==> src/rtl/motion_detect_stream.sv <==
// motion_detect_stream: grayscale background/frame difference, thresholded highlight, raster tracking.
// Define MOTION_DETECT_COUNT_EN to enable the per-frame motion-pixel count (motion_count is 0 otherwise).
module motion_detect_stream #(
    parameter int WIDTH = 720,
    parameter int HEIGHT = 540,
    parameter int PIX_W = 8,
    parameter logic [3*PIX_W-1:0] HIGHLIGHT_RGB = {{PIX_W{1'b1}}, {(2*PIX_W){1'b0}}}
) (
    input  logic                                clock,
    input  logic                                reset,
    input  logic [3*PIX_W-1:0]                  bg_dout,
    input  logic                                bg_empty,
    output logic                                bg_rd_en,
    input  logic [3*PIX_W-1:0]                  fr_dout,
    input  logic                                fr_empty,
    output logic                                fr_rd_en,
    input  logic [PIX_W-1:0]                    threshold,
    output logic [3*PIX_W-1:0]                  out_din,
    input  logic                                out_full,
    output logic                                out_wr_en,
    output logic                                frame_done,
    output logic [$clog2(WIDTH*HEIGHT+1)-1:0]   motion_count
);
    localparam int CW = $clog2(WIDTH*HEIGHT+1);
    localparam int XW = $clog2(WIDTH+1);
    localparam int YW = $clog2(HEIGHT+1);
    typedef logic [PIX_W-1:0] chan_t;
    typedef logic [PIX_W+1:0] sum_t;
    typedef logic [3*PIX_W-1:0] pix_t;

    function automatic sum_t sum3(input pix_t p);
        return sum_t'(p[3*PIX_W-1:2*PIX_W]) + sum_t'(p[2*PIX_W-1:PIX_W]) + sum_t'(p[PIX_W-1:0]);
    endfunction

    logic advance, pop, s1_valid, s2_valid, s3_valid, last, x_end;
    sum_t s1_bg, s1_fr;
    pix_t s1_pix, s2_pix;
    chan_t s1_thr, s2_thr, s2_diff, gray_bg, gray_fr, thr_q, pix_thr;
    logic [CW-1:0] in_idx;
    logic [XW-1:0] x;
    logic [YW-1:0] y;
`ifdef MOTION_DETECT_COUNT_EN
    logic s3_motion;
    logic [CW-1:0] acc;
`endif

    assign advance = ~s3_valid | ~out_full;
    assign pop = ~bg_empty & ~fr_empty & advance & ~reset;
    assign bg_rd_en = pop;
    assign fr_rd_en = pop;
    assign out_wr_en = s3_valid & ~out_full;
    assign x_end = x == XW'(WIDTH-1);
    assign last = x_end && y == YW'(HEIGHT-1);
    // The first pixel of a frame uses the threshold being captured on its own pop
    assign pix_thr = in_idx == '0 ? threshold : thr_q;
    assign gray_bg = chan_t'(s1_bg / sum_t'(3));
    assign gray_fr = chan_t'(s1_fr / sum_t'(3));

    always_ff @(posedge clock or posedge reset) begin
        if (reset) begin
            in_idx     <= '0;
            thr_q      <= '0;
            s1_valid   <= 1'b0;
            s2_valid   <= 1'b0;
            s3_valid   <= 1'b0;
            s1_bg      <= '0;
            s1_fr      <= '0;
            s1_pix     <= '0;
            s1_thr     <= '0;
            s2_diff    <= '0;
            s2_pix     <= '0;
            s2_thr     <= '0;
            out_din    <= '0;
            frame_done <= 1'b0;
            x          <= '0;
            y          <= '0;
`ifdef MOTION_DETECT_COUNT_EN
            s3_motion    <= 1'b0;
            acc          <= '0;
            motion_count <= '0;
`endif
        end else begin
            if (pop) begin
                in_idx <= in_idx == CW'(WIDTH*HEIGHT-1) ? '0 : in_idx + CW'(1);
                if (in_idx == '0) thr_q <= threshold;
            end
            if (advance) begin
                s1_valid <= pop;
                s1_bg    <= sum3(bg_dout);
                s1_fr    <= sum3(fr_dout);
                s1_pix   <= fr_dout;
                s1_thr   <= pix_thr;
                s2_valid <= s1_valid;
                s2_diff  <= gray_fr > gray_bg ? gray_fr - gray_bg : gray_bg - gray_fr;
                s2_pix   <= s1_pix;
                s2_thr   <= s1_thr;
                s3_valid <= s2_valid;
                out_din  <= s2_diff > s2_thr ? HIGHLIGHT_RGB : s2_pix;
`ifdef MOTION_DETECT_COUNT_EN
                s3_motion <= s2_diff > s2_thr;
`endif
            end
            frame_done <= out_wr_en & last;
            if (out_wr_en) begin
                x <= x_end ? '0 : x + XW'(1);
                y <= x_end ? (last ? '0 : y + YW'(1)) : y;
`ifdef MOTION_DETECT_COUNT_EN
                acc <= last ? '0 : acc + CW'(s3_motion);
                if (last) motion_count <= acc + CW'(s3_motion);
`endif
            end
        end
    end

`ifndef MOTION_DETECT_COUNT_EN
    assign motion_count = '0;
`endif
endmodule

==> config.mk <==
export PLATFORM = sky130hd
export DESIGN_NAME = motion_detect_stream
export DESIGN_NICKNAME = d
export VERILOG_FILES = /design/src/rtl/motion_detect_stream.sv
export SDC_FILE = /design/constraint.sdc
export NUM_CORES = 1
export LEC_CHECK = 0
export ABC_CLOCK_PERIOD_IN_PS = 15100
export CORE_ASPECT_RATIO = 1.25
export CORE_MARGIN = 2
export CORE_UTILIZATION = 45
export DETAILED_ROUTE_END_ITERATION = 6
export PLACE_DENSITY = 0.66
export SYNTH_ARGS = -nofsm -noshare
export SYNTH_HDL_FRONTEND = slang
export SYNTH_SLANG_ARGS = --single-unit
==> constraint.sdc <==
create_clock -name clock -period 15.1 [get_ports clock]
set_clock_uncertainty 0.1 [all_clocks]
set_input_delay 4.53 -clock clock [delete_from_list [all_inputs] [get_ports clock]]
set_output_delay 4.53 -clock clock [all_outputs]
set_load 0.05 [all_outputs]
==> results of run 1 <==
==> cell usage in the layout (no fill, tap or decap), types with 4 or more instances in the layout <==
cell,n
nand2_1,257
o21ai_0,71
clkdlybuf4s50_1,88
o21a_1,10
ha_1,43
a21o_1,9
xor2_1,20
nand2b_1,9
nor4_1,6
a31oi_1,5
inv_6,5
or4_1,4
and2_1,7
mux2i_1,19
a211o_1,5
nor3_1,12
o21bai_1,4
a21oi_1,68
clkbuf_16,17
and3_1,7
nand4_1,17
o31ai_1,7
nand3_1,37
nand3b_1,4
xnor2_1,28
inv_1,65
nor2b_1,9
or3_1,4
mux2_2,9
nor2_1,78
a211oi_1,9
conb_1,19
fa_1,20
o22ai_1,4
dfrtp_1,167
inv_8,4
buf_4,5
==> layer usage <==
layer  GRT usage, %  up-vias  wire [um]
met3          3.489       16        696
met4          4.703        0        240
met5              0        -          0
met2          31.06      126      10480
met1          24.36     3824       9960
li1               -     3999          -
==> synthesized netlist by cell type (10+ instances only) <==
cell type and number:
nand2_1 258, dfrtp_1 167, nor2_1 78, o21ai_0 71, a21oi_1 68, inv_1 66
ha_1 43, clkbuf_1 40, nand3_1 37, xnor2_1 28, buf_4 23, fa_1 20
xor2_1 20, mux2i_1 19, nand4_1 17, buf_2 13, nor3_1 12, o21a_1 10
==> how the worst max path moves through the flow <==
stage	endpoint	cells past startpoint	slack, ps
after floorplan	fr_rd_en	5	4340
after global placement	bg_rd_en	4	3380
after detailed placement	bg_rd_en	4	3350
after CTS	bg_rd_en	4	3330
after global routing	fr_rd_en	4	3170
final	bg_rd_en	4	3360
==> final cells by class <==
class,count,share of cell area [%]
Inverter,68,2.216
Sequential cell,167,35.59
Multi-Input combinational cell,868,46.19
Tap cell,283,3.015
Clock buffer,17,3.623
Timing Repair Buffer,93,7.821
Clock inverter,15,1.545
==> sequential cells by signal (all words and copies together) (netlist names) <==
| register | count |
|---|---|
| out_din | 24 |
| s1_pix | 24 |
| s2_pix | 24 |
| in_idx | 19 |
| s1_bg | 10 |
| s1_fr | 10 |
| x | 10 |
| y | 10 |
| s1_thr | 8 |
| s2_diff | 8 |
| s2_thr | 8 |
| thr_q | 8 |
| frame_done | 1 |
| s1_valid | 1 |
| s2_valid | 1 |
| s3_valid | 1 |
==> power by group through the flow <==
stage | clock [W] | sequential [W] | combinational [W]
after detailed placement | 0 | 0.000707 | 0.00138
after global placement | 0 | 0.000703 | 0.00136
after global routing | 0.000475 | 0.000723 | 0.00156
final | 0.000447 | 0.000701 | 0.00138
after CTS | 0.000456 | 0.000700 | 0.00140
after floorplan | 0 | 0.000707 | 0.00109
==> critical path, delay by kind of cell <==
family        cells  cell delay (ps)
buf+inv           2             1450
simple gates      2             1110
==> logic make-up after synthesis <==
kind of cell,share of synthesized area (%)
AND/OR/NAND/NOR,21.18
AO/OA/AOI/OAI,14.45
flip-flops,41.04
buffers and inverters,6.721
adder cells (fa/ha/maj),9.313
XOR/XNOR,4.288
multiplexers,2.973
other,0.03682
==> stage by stage <==
stage / cell area (um^2) / instances / hold slack, ps
after global placement: 11140 / 1479 / 346.1
after global routing: 11740 / 1511 / 390.1
after floorplan: 10250 / 1186 / 330.0
after CTS: 11740 / 1511 / 370.9
after detailed placement: 11140 / 1479 / 355.1
final: 11740 / 1511 / 366.5
==> results.yml, run 1 <==
cts:
  cts_max_level: 4
  cts_tree: "built"
  cts_resized: 0
  cts_setup_buffers: 0
  clockBufferDepth: 2
  clk_pin_slew_ps: 70
  cts.sinks: 167
  root_buffer: "clkbuf_16"
  cts_buffers: 17
  postCtsHoldBufs: 0
  worstSkewPairLatency_ps: 430
timing:
  finalWorstSetupSlack_ps: 3362
  max_freq_ghz: 0.08519
  rsz0062_at_grt: "no"
  post-route-period-util_pct: 77.74
  timing.final.crit_period_ps: 11740
  setup_tns_ps: 0
  drv_slew: 0
  worstMarginPinSlew_ps: 1012
  relSlewSlack_pct: 31.97
  hold_viol: 0
  finalSetupViolations: 0
worst_setup_path:
  rr_endpoint: "s2_diff[7]"
  path_max_fanout: 34
  r2r_slack_ps: 9110
  crit_path_max_incr_delay_ps: 970
  cp-startpoint: "out_full"
  cp.required_ps: 10470
  reg2reg_depth: 23
  cp_cell_sequence: "clkdlybuf4s50_1 > and2_4 > nor4_2 > clkdlybuf4s50_1"
  critPathArrivalTime_ps: 7110
  critPathKind: "in2out"
  end_kind: "primary output"
  slowest_stage: "clkdlybuf4s50_1"
  worstReg2RegStart: "s1_fr[6]"
  cp_common_cell: "clkdlybuf4s50_1"
  crit_path_start_kind: "input pin"
layout:
  register_area_um2: 4179
  antenna_cells: 0
  nFillCells: 2056
  nets: 1339
  multi_input_area_um2: 5424
  fin_util_pct: 52.87
  syn_to_final_growth_pct: 15.31
  drive_gt1_share_pct: 5.782
synth:
  synthTopCellsByArea: "dfrtp_1 (41%), nand2_1 (9.5%), ha_1 (5.3%)"
  avgSynthCellArea_um2: 8.719
  yosys.area.top_type: "dfrtp_1"
  async_reset_ff_share_pct: 100.0
  synth_ff_type: "dfrtp_1"
  netlist_area_um2: 10180
  ys_warn_count: 0
  yosysTopAreaCellShare_pct: 41.04
  synthCells: 1168
  synth-edff-count: 0
  synth_cell_types: 79
  ys_ff_latch: 167
  yosysSeqAreaShare_pct: 41.04
global_route:
  grt_pass1_wl_mm: 36.38
  grt_max_degree: 104
  grt_pass1_vias: 7642
  grt_overflow_total: 0
  antenna_found_initial: 0
  grt_use_total_pct: 18.32
floorplanning:
  rows: 61
  die_y_um: 172.2
  core_area_um2: 22210
  initial_core_util_pct: 45.85
  io_pins: 108
  dieArea_um2: 23860
  die_w_um: 138.6
status:
  outcome: "complete, no violations"
worst_hold_path:
  min_path_type: "reg2reg"
  min_from: "s2_pix[14]"
  min_to: "s2_pix[14]"
  hold_depth: 2
power:
  p_seq_share_pct: 27.7
  switching_power_w: 0.001120
  powerDensity_nw_per_um2: 215.5
  clkPwrFrac_pct: 17.7
  vdd_drop_max_mv: 0.1076
  power_w: 0.002531
  p_sw_share_pct: 44.25
  comb_power_share_pct: 54.6
  power.leakage_nw: 5.373
  power.internal_w: 0.001411
place:
  io_buffer_count: 88
  place_ws_ps: 3354
  place.gp.congestion: 0.8542
  post-dp-hpwl_mm: 14.98
routing:
  routed_wl_mm: 21.38
  vias: 7965
  ant_nets: 0
  routed_via_density: 5.271
  drt_iter0_drc: 552
  first_pass_iters: 5
  drc: 0
  routedWlPerCell_um: 14.15
run:
  maxCapViolCount: 0
(Power assumes the default switching activity.)
==> run 2: changes to the inputs <==
--- a/config.mk
+++ b/config.mk
@@ -5,7 +5,7 @@
 export SDC_FILE = /design/constraint.sdc
 export NUM_CORES = 1
 export LEC_CHECK = 0
-export ABC_CLOCK_PERIOD_IN_PS = 15100
+export ABC_CLOCK_PERIOD_IN_PS = 10800
 export CORE_ASPECT_RATIO = 1.25
 export CORE_MARGIN = 2
 export CORE_UTILIZATION = 45
==> constraint.sdc (replaced) <==
create_clock -name clock -period 10.8 [get_ports clock]
set_clock_uncertainty 0.1 [all_clocks]
set_input_delay 3.24 -clock clock [delete_from_list [all_inputs] [get_ports clock]]
set_output_delay 3.24 -clock clock [all_outputs]
set_load 0.05 [all_outputs]
==> results.yml, run 2 (same netlist as run 1, synthesis figures left out) <==
status:
  outcome: "complete, no violations"
layout:
  syn_to_final_growth_pct: 15.32
  top_regs: "out_din: 24 flops, s1_pix: 24 flops, s2_pix: 24 flops"
  final_cell_mix: "nand2_1 (257), dfrtp_1 (167), clkdlybuf4s50_1 (88)"
  layout_commonest_cell: "nand2_1"
  register_area_um2: 4179
  antenna_cells: 0
  fin_cells: 1511
  multi_input_area_um2: 5424
  drive_gt1_share_pct: 5.700
  nFillCells: 2065
  nets: 1339
power:
  p_sw_share_pct: 43.65
  comb_power_share_pct: 54.5
  switching_power_w: 0.001544
  power_w: 0.003536
  vdd_drop_max_mv: 0.1508
  p_seq_share_pct: 27.8
  power.leakage_nw: 5.385
  power.internal_w: 0.001992
  clkPwrFrac_pct: 17.7
  powerDensity_nw_per_um2: 301.1
routing:
  routedWlPerCell_um: 14.20
  vias: 7962
  wl_met1_mm: 9.857
  drc: 0
  wl_met3_um: 736
  route.met2.wl_mm: 10.56
  routed_via_density: 5.269
  top_layer_used: "met4"
  drt_iter0_drc: 444
  ant_nets: 0
  routed_wl_mm: 21.46
  first_pass_iters: 5
worst_hold_path:
  min_path_type: "reg2reg"
timing:
  hold_viol: 0
  post-route-period-util_pct: 84.99
  timing.final.crit_period_ps: 9179
  setup_tns_ps: 0
  max_freq_ghz: 0.1089
  rsz0062_at_grt: "no"
  finalSetupViolations: 0
  drv_slew: 0
  relSlewSlack_pct: 32.79
  worstMarginPinSlew_ps: 999.8
floorplanning:
  core_area_um2: 22210
  rows: 61
  io_pins: 108
  die_w_um: 138.6
  initial_core_util_pct: 45.85
  dieArea_um2: 23860
  die_y_um: 172.2
worst_setup_path:
  critPathArrivalTime_ps: 5840
  crit_path_start_kind: "input pin"
  path_max_fanout: 41
  end_kind: "primary output"
  cp.required_ps: 7460
  critPathKind: "in2out"
cts:
  clk_pin_slew_ps: 70
  cts_tree: "built"
  worstSkewPairLatency_ps: 430
  cts.sinks: 167
  cts_buffers: 17
  root_buffer: "clkbuf_16"
  cts_max_level: 4
  cts_resized: 0
  clockBufferDepth: 2
  cts_setup_buffers: 0
  postCtsHoldBufs: 0
place:
  place.gp.congestion: 0.8530
  io_buffer_count: 88
  post-dp-hpwl_mm: 15.21
  place_inst: 1479
global_route:
  grt_pass1_wl_mm: 36.49
  grt_pass1_vias: 7612
  grt_overflow_total: 0
  grt_max_degree: 108
  antenna_found_initial: 0
  grt_use_total_pct: 18.44
run:
  maxCapViolCount: 0
run 2: changes by cell type in the layout (fill, tap and decap cells not counted), moves of 2 or more:
| cell | before | now |
|---|---|---|
| clkinv_8 | 3 | 1 |
| inv_8 | 4 | 2 |
| clkinvlp_4 | 3 | 0 |
| clkinv_4 | 0 | 4 |
run 2: worst paths after layout:
kind                       startpoint    endpoint  slack (ps)  cells past startpoint
setup / recovery             out_full    fr_rd_en        1620                      4
hold / removal              s1_thr[0]   s2_thr[0]         370                      2
setup reg to reg             s1_fr[6]  s2_diff[7]        4850                     23
hold reg to reg             s1_thr[0]   s2_thr[0]         370                      2
max in group asynchronous       reset        x[3]        5920                      3
min in group asynchronous       reset   in_idx[2]        3350                      2
run 2: area by class of cell:
type | count | share of cell area [%]
multi-input cells | 868 | 46.19
flip-flops and latches | 167 | 35.58
repair buffers | 93 | 7.820
clock buffers | 19 | 3.772
well taps | 283 | 3.015
inverters | 68 | 2.216
clock inverters | 13 | 1.406
run 2: power groups by stage:
stage	logic (W)	clock network, W	registers, W
finish	0.00193	0.000626	0.000982
global route	0.00218	0.000666	0.00101
CTS	0.00194	0.000641	0.000981
detailed placement	0.00193	0	0.000990
floorplan	0.00152	0	0.000989
global placement	0.00190	0	0.000984
run 2: critical path, stage by stage:
cell and delay (ps):
clkdlybuf4s50_1 490, and2_4 330, nor4_2 790, clkdlybuf4s50_1 960
run 2: layer usage:
layer / up-vias / track usage (%)
met2: 110 / 31.15
li1: 4011 / -
met4: 0 / 5.102
met3: 23 / 3.600
met1: 3818 / 24.41
met5: - / 0
run 2: per-stage QoR:
| step | hold slack (ps) | util (%) | cell area [um^2] | setup WS [ps] |
|---|---|---|---|---|
| 4_1_cts | 372.0 | 52.88 | 11740 | 1590 |
| 6_report | 365.5 | 52.88 | 11740 | 1621 |
| 5_1_grt | 390.8 | 52.88 | 11740 | 1435 |
| 2_1_floorplan | 330.0 | - | 10250 | 2624 |
| 3_5_place_dp | 355.5 | 50.14 | 11140 | 1606 |
| 3_3_place_gp | 349.1 | 50.14 | 11140 | 1649 |
==> run 3: changes to the inputs <==
--- a/config.mk
+++ b/config.mk
@@ -5,7 +5,7 @@
 export SDC_FILE = /design/constraint.sdc
 export NUM_CORES = 1
 export LEC_CHECK = 0
-export ABC_CLOCK_PERIOD_IN_PS = 10800
+export ABC_CLOCK_PERIOD_IN_PS = 9600
 export CORE_ASPECT_RATIO = 1.25
 export CORE_MARGIN = 2
 export CORE_UTILIZATION = 45
==> constraint.sdc (replaced) <==
create_clock -name clock -period 9.6 [get_ports clock]
set_clock_uncertainty 0.1 [all_clocks]
set_input_delay 2.88 -clock clock [delete_from_list [all_inputs] [get_ports clock]]
set_output_delay 2.88 -clock clock [all_outputs]
set_load 0.05 [all_outputs]
==> results.yml, run 3 (same netlist as run 1, synthesis figures left out) <==
place:
  place_ws_ps: 1779
  io_buffer_count: 88
  place.gp.congestion: 0.8530
  post-dp-hpwl_mm: 15.05
worst_setup_path:
  path_max_fanout: 42
  path_delay_family: "buffers and inverters"
  critPathArrivalTime_ps: 4850
  cp_cell_sequence: "clkdlybuf4s50_1 > and2_4 > nor4_2 > clkdlybuf4s50_1"
  r2r_slack_ps: 3730
  rr_endpoint: "s2_diff[6]"
  cp_common_cell: "clkdlybuf4s50_1"
  critPathKind: "in2out"
  cp-startpoint: "out_full"
  cp.depth: 4
  worstReg2RegStart: "s1_fr[6]"
  crit_buf_inv: 2
  crit_path_max_incr_delay_ps: 860
  crit_path_start_kind: "input pin"
  end_kind: "primary output"
  reg2reg_depth: 23
  endpoint: "fr_rd_en"
  cp.required_ps: 6620
  slowest_stage: "clkdlybuf4s50_1"
timing:
  rsz0062_at_grt: "no"
  post-route-period-util_pct: 81.54
  timing.final.crit_period_ps: 7828
  hold_ws_ps: 367.6
  relSlewSlack_pct: 40.85
  hold_viol: 0
  max_freq_ghz: 0.1277
  worstMarginPinSlew_ps: 887.3
  finalWorstSetupSlack_ps: 1772
  setup_tns_ps: 0
  finalSetupViolations: 0
  drv_slew: 0
cts:
  root_buffer: "clkbuf_16"
  clk_pin_slew_ps: 70
  cts_buffers: 17
  postCtsHoldBufs: 0
  cts_max_level: 4
  worstSkewPairLatency_ps: 440
  cts.sinks: 167
  cts_tree: "built"
  cts_setup_buffers: 0
  cts_resized: 0
  clockBufferDepth: 2
power:
  vdd_drop_max_mv: 0.1735
  powerDensity_nw_per_um2: 337.6
  power.leakage_nw: 5.378
layout:
  antenna_cells: 0
  register_area_um2: 4179
  syn_to_final_growth_pct: 15.33
  multi_input_area_um2: 5424
  final_cell_mix: "nand2_1 (257), dfrtp_1 (167), clkdlybuf4s50_1 (88)"
  layout_commonest_cell: "nand2_1"
  nets: 1340
  nFillCells: 2045
  top_regs: "out_din: 24 flops, s1_pix: 24 flops, s2_pix: 24 flops"
  drive_gt1_share_pct: 5.858
global_route:
  grt_use_total_pct: 18.60
  grt_pass1_wl_mm: 36.71
  grt_max_degree: 99
  antenna_found_initial: 0
  grt_pass1_vias: 7654
  grt_overflow_total: 0
routing:
  routedWlPerCell_um: 14.26
  routed_via_density: 5.318
  vias: 8041
  drt_iter0_drc: 400
  routed_wl_mm: 21.57
  drc: 0
  first_pass_iters: 5
  ant_nets: 0
floorplanning:
  core_area_um2: 22210
  dieArea_um2: 23860
  die_w_um: 138.6
  die_y_um: 172.2
  io_pins: 108
  initial_core_util_pct: 45.85
  rows: 61
run:
  maxCapViolCount: 0
worst_hold_path:
  min_from: "s2_pix[22]"
  min_path_type: "reg2reg"
status:
  outcome: "complete, no violations"
==> run 3: power by group <==
group	switching, W	internal [W]	total (W)	leakage, nW
Clock	0.000339	0.000353	0.000692	0.287
Sequential	0.000212	0.000892	0.00110	2.07
Combinational	0.00122	0.000949	0.00217	3.02
==> run 3: stage by stage <==
| stage | power [W] | area, um^2 | util (%) | cells |
|---|---|---|---|---|
| floorplan | 0.002825 | 10250 | - | 1186 |
| global placement | 0.003241 | 11140 | 50.17 | 1480 |
| detailed placement | 0.003282 | 11140 | 50.17 | 1480 |
| CTS | 0.003995 | 11750 | 52.88 | 1512 |
| global route | 0.004329 | 11750 | 52.88 | 1512 |
| finish | 0.003965 | 11750 | 52.88 | 1512 |
==> run 3: how the worst min path moves through the flow <==
stage / endpoint / slack (ps) / depth (start not counted)
detailed placement: s1_pix[11] / 360 / 2
finish: s2_pix[22] / 370 / 2
CTS: s2_pix[22] / 370 / 2
global route: s2_pix[10] / 390 / 2
global placement: s2_valid / 350 / 2
floorplan: s2_valid / 330 / 2
==> run 3: final cells by class <==
type                            count  share of cell area (%)
Timing Repair Buffer               94                   7.883
Clock inverter                     15                   1.502
Sequential cell                   167                   35.58
Tap cell                          283                   3.015
Inverter                           68                   2.216
Clock buffer                       17                   3.622
Multi-Input combinational cell    868                   46.18
==> run 3: tightest hold or removal path, cell delays in order (launching register included) <==
cell and delay (ps):
dfrtp_1 340, nand2_1 50, nand2_1 50
==> run 3: metal layers <==
metal / vias to the layer above / global-route usage [%] / share of wire [%]
met5: - / 0 / 0
met2: 133 / 30.93 / 48
met3: 30 / 3.295 / 3.7
met1: 3860 / 24.87 / 46
met4: 0 / 6.078 / 1.8
li1: 4018 / - / -
